<file path="src/rtl/fdivsqrt_digitgen2.sv">
// fdivsqrt_digitgen2: radix-2 restoring-free division digit generator with OTFC position mask
module fdivsqrt_digitgen2 #(
    parameter int DIVB = 12
) (
    input  logic            clk,
    input  logic            reset_n,
    input  logic            start,
    input  logic            flush,
    input  logic [DIVB:0]   X,
    input  logic [DIVB:0]   D,
    output logic            ready,
    output logic            digit_valid,
    output logic            up,
    output logic            un,
    output logic [DIVB+1:0] C,
    output logic            done,
    output logic            rem_neg,
    output logic            rem_zero
);
    localparam int CW = $clog2(DIVB + 1);
    typedef enum logic [1:0] {IDLE, BUSY, DONE} state_t;
    state_t          state, state_n;
    logic [DIVB+3:0] w, w2, w_n, dd;
    logic [DIVB:0]   dreg;
    logic [DIVB+1:0] c;
    logic [CW-1:0]   cnt;
    logic [3:0]      e;
    logic            up_i, un_i, accept, last;
    always_comb begin
        // |W| < 2 so bits DIVB+3 and DIVB+2 agree; either serves as the sign of 2W
        e       = {w[DIVB+3], w[DIVB+1:DIVB-1]};
        up_i    = ~e[3];
        un_i    = e[3] & (e != 4'b1111);
        w2      = {w[DIVB+2:0], 1'b0};
        dd      = {2'b00, dreg, 1'b0};
        w_n     = up_i ? w2 - dd : un_i ? w2 + dd : w2;
        ready   = state != BUSY;
        digit_valid = state == BUSY;
        up      = digit_valid & up_i;
        un      = digit_valid & un_i;
        C       = digit_valid ? c : '0;
        done    = state == DONE;
        last    = cnt == CW'(DIVB);
        accept  = ready & start & ~flush;
        state_n = flush ? IDLE : accept ? BUSY : (state == BUSY) ? (last ? DONE : BUSY) : IDLE;
    end
    always_ff @(posedge clk or negedge reset_n) begin
        if (!reset_n) begin
            state    <= IDLE;
            w        <= '0;
            dreg     <= '0;
            c        <= '0;
            cnt      <= '0;
            rem_neg  <= 1'b0;
            rem_zero <= 1'b0;
        end else begin
            state <= state_n;
            if (accept) begin
                w        <= {3'b000, X};
                dreg     <= D;
                c        <= {2'b11, {DIVB{1'b0}}};
                cnt      <= '0;
                rem_neg  <= 1'b0;
                rem_zero <= 1'b0;
            end else if (digit_valid && !flush) begin
                w   <= w_n;
                c   <= {c[DIVB+1], c[DIVB+1:1]};
                cnt <= cnt + 1'b1;
                if (last) begin
                    rem_neg  <= w_n[DIVB+3];
                    rem_zero <= w_n == '0;
                end
            end
        end
    end
endmodule
</file>
<file path="config.mk">
export PLATFORM = sky130hd
export DESIGN_NAME = fdivsqrt_digitgen2
export DESIGN_NICKNAME = d
export VERILOG_FILES = /design/src/rtl/fdivsqrt_digitgen2.sv
export SDC_FILE = /design/constraint.sdc
export NUM_CORES = 1
export LEC_CHECK = 0
export CAP_MARGIN = 30
export CORE_MARGIN = 5
export CORE_UTILIZATION = 45
export DETAILED_ROUTE_END_ITERATION = 7
export GPL_ROUTABILITY_DRIVEN = 0
export GPL_TIMING_DRIVEN = 0
export PLACE_DENSITY = 0.64
export RECOVER_POWER = 25
export SYNTH_ARGS = -nofsm -noshare
export SYNTH_HDL_FRONTEND = slang
export SYNTH_SLANG_ARGS = --single-unit
</file>
<file path="constraint.sdc">
create_clock -name clk -period 3.22 [get_ports clk]
set_input_delay 0.966 -clock clk [delete_from_list [all_inputs] [get_ports clk]]
set_output_delay 0.966 -clock clk [all_outputs]
set_load 0.01 [all_outputs]
</file>
==> results.ini, run 1 <==
[status]
status=complete, no violations

[clock_network]
path_clk_slew_ns=0.10
cts_tree=done
insertion_delay_ns=0.31
cts_buffer_depth=2
htreeDepth=2
cts_inserted_buffers=5
cts_root_buffer=clkbuf_8
cts_sinks=51
cts_hold_buf=0

[sta]
max_slew.worst_pin.slew_ns=0.9120
fmax_mhz=316.5
finalHoldViolations=0
min_period_ns=3.160
worst_slew_margin_rel_pct=39.20
fin_crit_sh_pct=98.13
layout_setup_ws_ns=0.06010
finalMaxSlewViolations=0
rsz0062_at_grt=true
fin_worst_skew_ns=0.007238
setup_viol_count_final=0

[power_and_ir_drop]
peakVddDrop_uv=296.6
leakage_nw=1.929
power.density_mw_per_mm2=784.5

[layout]
layout_common_cells=dfrtp_1 (51), clkdlybuf4s50_1 (48), nor2_1 (36), nand2_1 (35), o21ai_0 (30)
finalNonFillerCells=574
diodes=0
final_common_cell=dfrtp_1
fin_nets=531
syn_to_final_growth_pct=22.49
drive_above_1_share_pct=9.746

[critical_path]
worstPathArrival_ns=3.38
critPathMaxStageDelay_ns=0.47
crit_slowest_cell=o41ai_2
path_max_fanout=4
required_ns=3.44
endpoint_kind=flip-flop
path_buf_inv=0
cp-start-kind=flip-flop
critical_path.top_delay_family=compound AO/OA/AOI/OAI gates
crit_chain=ha_2 > fa_2 > nor2b_1 > o211ai_1 > a211oi_2 > o41ai_2 > nand3b_1 > and3_4 > xnor2_4 > nand4b_1 > o31ai_2
crit_type=flip-flop to flip-flop

[logic_synthesis]
yosys_register_bits=51
yosysWarnings=0
avgSynthCellArea_um2=8.841
async_flop_share_pct=100.0
syn-num-nets=471
synth_edf_count=0
synth-main-ff-cell=dfrtp_1
yosysSeqAreaShare_pct=35.12
synth_cells=411
ys_types=66
syn_area_mm2=0.003633

[die]
rows=32
start_util_pct=46.54
dieArea_mm2=0.009971
core_mm2=0.007807
pin_count=51
fp.dieW_um=99.86
die_height_um=99.86

[placed_design]
dp_hpwl_um=7687
dp.cells=563
portBuffers=49
pre_cts_slack_ns=0.04312

[global_routing]
antenna_found_initial=0
grt_max_degree=37
grt_pass1_vias=3404
grt.total_usage_pct=21.44
gr-total-overflow=0
grt_first_pass_wirelength_um=17200

[routing]
first_pass_iters=4
drtIter0Drc=176
drc_errors=0
avgRoutedWirePerCell_um=18.39
drtAntennaViolNets=0
viasPerCell=5.925
vias=3401
drt-total-wl_um=10560

[job]
cap_viol_max_count=0

[worst_hold_path]
worstHoldPathType=flip-flop to flip-flop

## final cells by class
cell class / count / area (um2)
clock buffers: 5 / 68.82
clock inverters: 3 / 46.29
well taps: 102 / 127.6
fillers: 736 / 3357
repair buffers: 53 / 511.7
plain buffers: 22 / 110.1
multi-input cells: 313 / 2216
flip-flops and latches: 51 / 1276
inverters: 25 / 93.84
## power by group
group	leakage, nW	internal [W]	switching (W)
Sequential	0.637	0.000757	0.000139
Combinational	1.24	0.000935	0.00118
Clock	0.0548	0.000235	0.000243
## per-layer routing
| layer | routed length [um] | global-route usage (%) | vias up |
|---|---|---|---|
| met5 | 0 | 0 | - |
| met4 | 136 | 5.357 | 0 |
| met3 | 617 | 3.127 | 14 |
| met2 | 4917 | 35.04 | 113 |
| met1 | 4883 | 29.90 | 1664 |
| li1 | - | - | 1610 |
## Yosys cell counts (4+ instances only)
cell type / count / area share (%)
and2_1: 16 / 2.8
nor2_1: 36 / 3.7
o31ai_1: 4 / 0.83
a21o_1: 8 / 1.7
a21oi_1: 24 / 3.3
buf_2: 5 / 0.69
inv_1: 23 / 2.4
o22ai_1: 6 / 1.0
nand3_1: 5 / 0.69
nand2b_1: 6 / 1.0
nand2_1: 36 / 3.7
a211o_1: 4 / 0.96
ha_1: 28 / 9.6
a31oi_1: 4 / 0.69
nor3_1: 7 / 0.96
clkbuf_1: 15 / 1.5
a22oi_1: 4 / 0.83
o22a_1: 4 / 0.96
dfrtp_1: 51 / 35
a22o_1: 15 / 3.6
nor2b_1: 7 / 1.2
nand4_1: 5 / 0.86
o21ai_0: 31 / 4.3
## logic make-up after synthesis
family                     count (synthesis)  synth area share, %
muxes                                      3               0.8609
adders and majority gates                 30                10.74
xor gates and xnor gates                   5                1.205
buffers and inverters                     47                5.544
DFF                                       51                35.12
AOI/OAI and AO/OA                        144                28.79
and+or+nand+nor                          131                17.73
## flip-flops by register name, indices dropped and copies added (netlist names)
signal and count:
c 14, cnt 4, dreg 13, rem_neg 1, rem_zero 1, state 2
w 16
## worst paths after layout
kind	startpoint	endpoint	slack, ns	cells after the start
worst min register to register	c[13]	c[13]	0.51	1
max in group asynchronous	reset_n	c[3]	1.08	2
min in group asynchronous	reset_n	dreg[5]	0.75	1
worst max-delay path	dreg[0]	rem_zero	0.06	11
worst min-delay path	c[13]	c[13]	0.51	1
worst max register to register	dreg[0]	rem_zero	0.06	11
## per-stage QoR
stage	total power (W)	area (um2)	setup TNS, ns	utilization (%)	hold WS, ns
after floorplan	0.002324	3633	0	-	0.4551
after global placement	0.002765	4252	-23.40	54.46	0.4691
after detailed placement	0.002799	4267	0	54.65	0.4815
after CTS	0.003317	4392	0	56.25	0.5092
after global routing	0.003746	4451	-0.1215	57.00	0.5298
final	0.003492	4451	0	57.00	0.5080
## timing repair
action                     in CTS  in global routing
setup endpoints to repair       2                  9
hold endpoints to repair        0                  0
resized for setup               2                 16
pin swaps                       1                 13
setup buffers                   0                  3
No activity file was read; power rests on OpenSTA's default activity.
==> run 2: changes to the inputs <==
--- a/config.mk
+++ b/config.mk
@@ -5,7 +5,6 @@
 export SDC_FILE = /design/constraint.sdc
 export NUM_CORES = 1
 export LEC_CHECK = 0
-export CAP_MARGIN = 30
 export CORE_MARGIN = 5
 export CORE_UTILIZATION = 45
 export DETAILED_ROUTE_END_ITERATION = 7
@@ -16,3 +15,4 @@
 export SYNTH_ARGS = -nofsm -noshare
 export SYNTH_HDL_FRONTEND = slang
 export SYNTH_SLANG_ARGS = --single-unit
+export TNS_END_PERCENT = 20
==> results.ini, run 2 (synthesized netlist as in run 1, its figures left out) <==
[layout]
largest_reg_flops=16  ; unchanged
syn_to_final_growth_pct=20.80
fin_nets=528  ; -0.56%
layout_common_cells=dfrtp_1 (51), clkdlybuf4s50_1 (48), nor2_1 (36), nand2_1 (35), o21ai_0 (31)
multiInputGateArea_mm2=0.002177  ; -1.8%
final_common_cell=dfrtp_1
drive_above_1_share_pct=7.676  ; -2.1 points
nFillCells=747  ; +1.5%
ff_latch_area_mm2=0.001276  ; unchanged
largest_register=w
diodes=0  ; unchanged
reg.largest.list=w (16), c (14), dreg (13)
fin_util_pct=56.22  ; -0.79 points

[clock_network]
cts_sinks=51  ; unchanged
cts_buffer_depth=2  ; unchanged
path_clk_slew_ns=0.11  ; about the same
cts_root_buffer=clkbuf_8
insertion_delay_ns=0.31  ; about the same
cts_inserted_buffers=5  ; unchanged
htreeDepth=2  ; unchanged
cts_setup_buffers=0  ; unchanged
cts_hold_buf=0  ; unchanged
cts_tree=done

[sta]
finalHoldViolations=0  ; unchanged
fmax_mhz=315.6  ; -0.28%
worst_slew_margin_rel_pct=38.45  ; -0.75 points
fin_worst_skew_ns=0.007395  ; +0.0001570 ns
fin_crit_sh_pct=98.40  ; +0.27 points
setup_viol_count_final=0  ; unchanged
max_slew.worst_pin.slew_ns=0.9233  ; +0.01129 ns
min_period_ns=3.169  ; +0.008737 ns
finalMaxSlewViolations=0  ; unchanged
rsz0062_at_grt=true

[critical_path]
crit_chain=inv_1 > ha_1 > inv_1 > fa_1 > a21o_1 > a221o_1 > a41o_1 > o22ai_4 > o21ai_0 > and3_1 > xnor2_1 > nand4b_1 > o31ai_2
crit_slowest_cell=fa_1
worstPathArrival_ns=3.39  ; about the same
endpoint_kind=flip-flop
cp_common_cell=inv_1
cp-start-kind=flip-flop
r2r_start=w[0]
required_ns=3.44  ; about the same
path_max_fanout=3  ; -1
crit_start=w[0]
crit_type=flip-flop to flip-flop
critPathMaxStageDelay_ns=0.42  ; -0.05 ns

[worst_hold_path]
worstHoldPathType=flip-flop to flip-flop
worstHoldStart=c[13]

[job]
cap_viol_max_count=0  ; unchanged

[placed_design]
portBuffers=49  ; unchanged
dp_hpwl_um=7687  ; unchanged

[routing]
vias=3370  ; -0.91%
viasPerCell=5.902  ; -0.39%
avgRoutedWirePerCell_um=18.27  ; -0.64%
drtAntennaViolNets=0  ; unchanged
first_pass_iters=6  ; +2
drt-total-wl_um=10430  ; -1.2%
drtIter0Drc=178  ; +1.1%
drc_errors=0  ; unchanged

[die]
start_util_pct=46.54  ; unchanged
fp.dieW_um=99.86  ; unchanged
die_height_um=99.86  ; unchanged
dieArea_mm2=0.009971  ; unchanged
core_mm2=0.007807  ; unchanged
rows=32  ; unchanged
pin_count=51  ; unchanged

[global_routing]
grt_max_degree=37  ; unchanged
grt.total_usage_pct=21.44  ; unchanged
grt_first_pass_wirelength_um=17200  ; unchanged
antenna_found_initial=0  ; unchanged
gr-total-overflow=0  ; unchanged
grt_pass1_vias=3404  ; unchanged

[power_and_ir_drop]
totalPowerFinal_w=0.003345  ; -4.2%
power.density_mw_per_mm2=762.0  ; -2.9%
peakVddDrop_uv=300.1  ; +1.2%
leakage_nw=1.911  ; -0.89%

[status]
status=complete, no violations

==> run 2: cell types whose count changed in the layout (fill, tap and decap cells not counted), moves of 2 or more <==
cell and change:
buf_4 -3, a211oi_2 -2, a211oi_1 +2, ha_2 -2, fa_2 -2, fa_1 +2
ha_1 +2
==> run 2: final cells by class <==
type | count | share of cell area, %
buffer | 22 | 2.509
inverter | 25 | 2.138
tap | 102 | 2.908
timing repair buffer | 50 | 11.15
multi-input combinational | 313 | 49.60
clock inverter | 3 | 1.055
clock buffer | 5 | 1.568
sequential | 51 | 29.08
==> run 2: per-layer routing <==
metal	share of wire [%]	vias up	track usage, %
met2	46	94	35.04
met4	1.2	0	5.357
met3	5.2	12	3.127
met5	0	-	0
li1	-	1605	-
met1	47	1659	29.90
==> run 2: what timing repair did <==
item                                    4_1_cts  5_1_grt
pin swaps                                     1        1
endpoints found under the hold margin         0        0
endpoints found under the setup margin        2        9
gates resized for setup                       2        6
==> run 2: critical path, delay by kind of cell (launching register included) <==
family                   cells  cell delay [ns]
buffers and inverters        2             0.15
adder cells (fa/ha/maj)      2             0.60
XOR/XNOR                     1             0.17
AND/OR/NAND/NOR              2             0.44
flip-flops                   1             0.41
AO/OA/AOI/OAI                6             1.31
==> run 2: final timing paths <==
check | endpoint | slack, ns | depth (start not counted)
worst max-delay path | rem_zero | 0.05 | 13
worst min-delay path | c[13] | 0.51 | 1
worst max register to register | rem_zero | 0.05 | 13
worst min register to register | c[13] | 0.51 | 1
max in group asynchronous | c[3] | 1.06 | 2
min in group asynchronous | dreg[5] | 0.74 | 1
==> run 2: power breakdown <==
part	switching, W	internal (W)
Sequential	0.000138	0.000757
Combinational	0.00113	0.000839
Clock	0.000244	0.000235
==> run 2: stage by stage <==
step | cells | hold WS [ns] | TNS, ns | worst slack, ns | area (um2)
after floorplan | 411 | 0.4551 | 0 | 0.4201 | 3633
after global placement | 562 | 0.4691 | -23.40 | -0.4643 | 4252
after detailed placement | 563 | 0.4815 | 0 | 0.04312 | 4267
after CTS | 571 | 0.5092 | 0 | 0.004144 | 4392
after global routing | 571 | 0.5298 | -0.09882 | -0.09882 | 4389
final | 571 | 0.5087 | 0 | 0.05136 | 4389
==> run 3: changes to the inputs <==
==> constraint.sdc (replaced) <==
create_clock -name clk -period 4.1 [get_ports clk]
set_input_delay 1.23 -clock clk [delete_from_list [all_inputs] [get_ports clk]]
set_output_delay 1.23 -clock clk [all_outputs]
set_load 0.01 [all_outputs]
==> results.ini, run 3 (synthesized netlist as in run 1, its figures left out) <==
[power_and_ir_drop]
power.density_mw_per_mm2=592.5  ; -22%
peakVddDrop_uv=235.0  ; -22%
leakage_nw=1.909  ; -0.11%

[global_routing]
grt_first_pass_wirelength_um=17190  ; about the same
grt_pass1_vias=3403  ; -0.029%
antenna_found_initial=0  ; unchanged
gr-total-overflow=0  ; unchanged
grt.total_usage_pct=21.44  ; unchanged
grt_max_degree=37  ; unchanged

[status]
status=complete, no violations

[routing]
viasPerCell=5.928  ; +0.45%
drtIter0Drc=164  ; -7.9%
vias=3385  ; +0.45%
drc_errors=0  ; unchanged
avgRoutedWirePerCell_um=18.23  ; -0.22%
drt-total-wl_um=10410  ; -0.22%
first_pass_iters=5  ; -1
drtAntennaViolNets=0  ; unchanged

[critical_path]
rr_endpoint=rem_zero
path_max_fanout=9  ; +6
worstPathArrival_ns=2.33  ; -1.06 ns
ff2ff_setup_slack_ns=0.82  ; +0.77 ns
worst-r2r-cell-count=13  ; unchanged
cp-start-kind=flip-flop
endpoint_kind=output port
r2r_start=w[0]
crit_type=flip-flop to output port
required_ns=2.87  ; -0.57 ns

[die]
fp.dieW_um=99.86  ; unchanged
start_util_pct=46.54  ; unchanged
pin_count=51  ; unchanged
rows=32  ; unchanged
die_height_um=99.86  ; unchanged
dieArea_mm2=0.009971  ; unchanged
core_mm2=0.007807  ; unchanged

[clock_network]
path_clk_slew_ns=0.11  ; about the same
cts_buffer_depth=2  ; unchanged
cts_setup_buffers=0  ; unchanged
cts_tree=done
cts_root_buffer=clkbuf_8
htreeDepth=2  ; unchanged
cts_hold_buf=0  ; unchanged
postCtsResizedCells=0  ; -2
cts_sinks=51  ; unchanged
cts_inserted_buffers=5  ; unchanged
insertion_delay_ns=0.32  ; about the same

[placed_design]
dp_hpwl_um=7687  ; unchanged
portBuffers=49  ; unchanged
pre_cts_slack_ns=0.7205  ; +0.6774 ns

[sta]
layout_setup_ws_ns=0.5386  ; +0.4873 ns
finalHoldViolations=0  ; unchanged
max_slew.worst_pin.slew_ns=1.004  ; +0.08117 ns
setup_viol_count_final=0  ; unchanged
setup_tns_ns=0  ; unchanged
finalMaxSlewViolations=0  ; unchanged
fin_crit_sh_pct=86.86
worst_slew_margin_rel_pct=33.04  ; -5.4 points
rsz0062_at_grt=false
min_period_ns=3.561
fin_worst_skew_ns=0.01097  ; +0.003573 ns
fmax_mhz=280.8

[layout]
fin_nets=528  ; unchanged
final_common_cell=dfrtp_1
drive_above_1_share_pct=6.610  ; -1.1 points
reg.largest.list=w (16), c (14), dreg (13)
layout_common_cells=dfrtp_1 (51), clkdlybuf4s50_1 (48), nand2_1 (36), nor2_1 (36), o21ai_0 (31)
diodes=0  ; unchanged
largest_reg_flops=16  ; unchanged
largest_register=w
syn_to_final_growth_pct=20.56

[worst_hold_path]
whs_path_depth=1  ; unchanged
worstHoldStart=c[13]
whs_endpoint=c[13]
worstHoldPathType=flip-flop to flip-flop

[job]
cap_viol_max_count=0  ; unchanged

[run 3: how the worst max path moves through the flow]
stage,startpoint,end,slack (ns),cells after the start
floorplan,w[0],rem_zero,1.30,13
global placement,reset_n,c[8],0.15,1
detailed placement,start,dreg[3],0.72,5
CTS,w[13],un,0.53,5
global route,w[13],un,0.43,5
finish,w[13],un,0.54,5
[run 3: power breakdown]
part	total, W	internal (W)	switching (W)
sequential	0.000699	0.000594	0.000105
combinational	0.00152	0.000648	0.000872
clock	0.000377	0.000184	0.000192
total	0.00260	0.00143	0.00117
[run 3: worst max-delay path: stages, from the launching register on]
cell and delay, ns:
dfrtp_1 0.37, buf_2 0.16, nand3_1 0.33, nand2_1 0.40, nor2_1 0.19, clkdlybuf4s50_1 0.56
[run 3: per-stage QoR]
stage / hold WS, ns / std cells / total power, W / cell area, um2 / util, %
after floorplan: 0.4551 / 411 / 0.001825 / 3633 / -
final: 0.5083 / 571 / 0.002595 / 4380 / 56.11
after global placement: 0.4691 / 562 / 0.002171 / 4252 / 54.46
after CTS: 0.5092 / 571 / 0.002588 / 4382 / 56.12
after global routing: 0.5298 / 571 / 0.002797 / 4380 / 56.11
after detailed placement: 0.4815 / 563 / 0.002198 / 4267 / 54.65
[run 3: final cells by class]
| type | count | area (um2) |
|---|---|---|
| inverters | 25 | 93.84 |
| well taps | 102 | 127.6 |
| fillers | 746 | 3427 |
| clock inverters | 3 | 46.29 |
| plain buffers | 22 | 107.6 |
| repair buffers | 50 | 504.2 |
| flip-flops and latches | 51 | 1276 |
| clock buffers | 5 | 68.82 |
| multi-input cells | 313 | 2156 |
[run 3: layer usage]
| layer | up-vias | routed length [um] | global-route usage (%) |
|---|---|---|---|
| met4 | 0 | 145 | 5.357 |
| met2 | 118 | 4800 | 35.09 |
| met3 | 16 | 600 | 3.127 |
| met5 | - | 0 | 0 |
| met1 | 1653 | 4864 | 29.85 |
| li1 | 1598 | - | - |
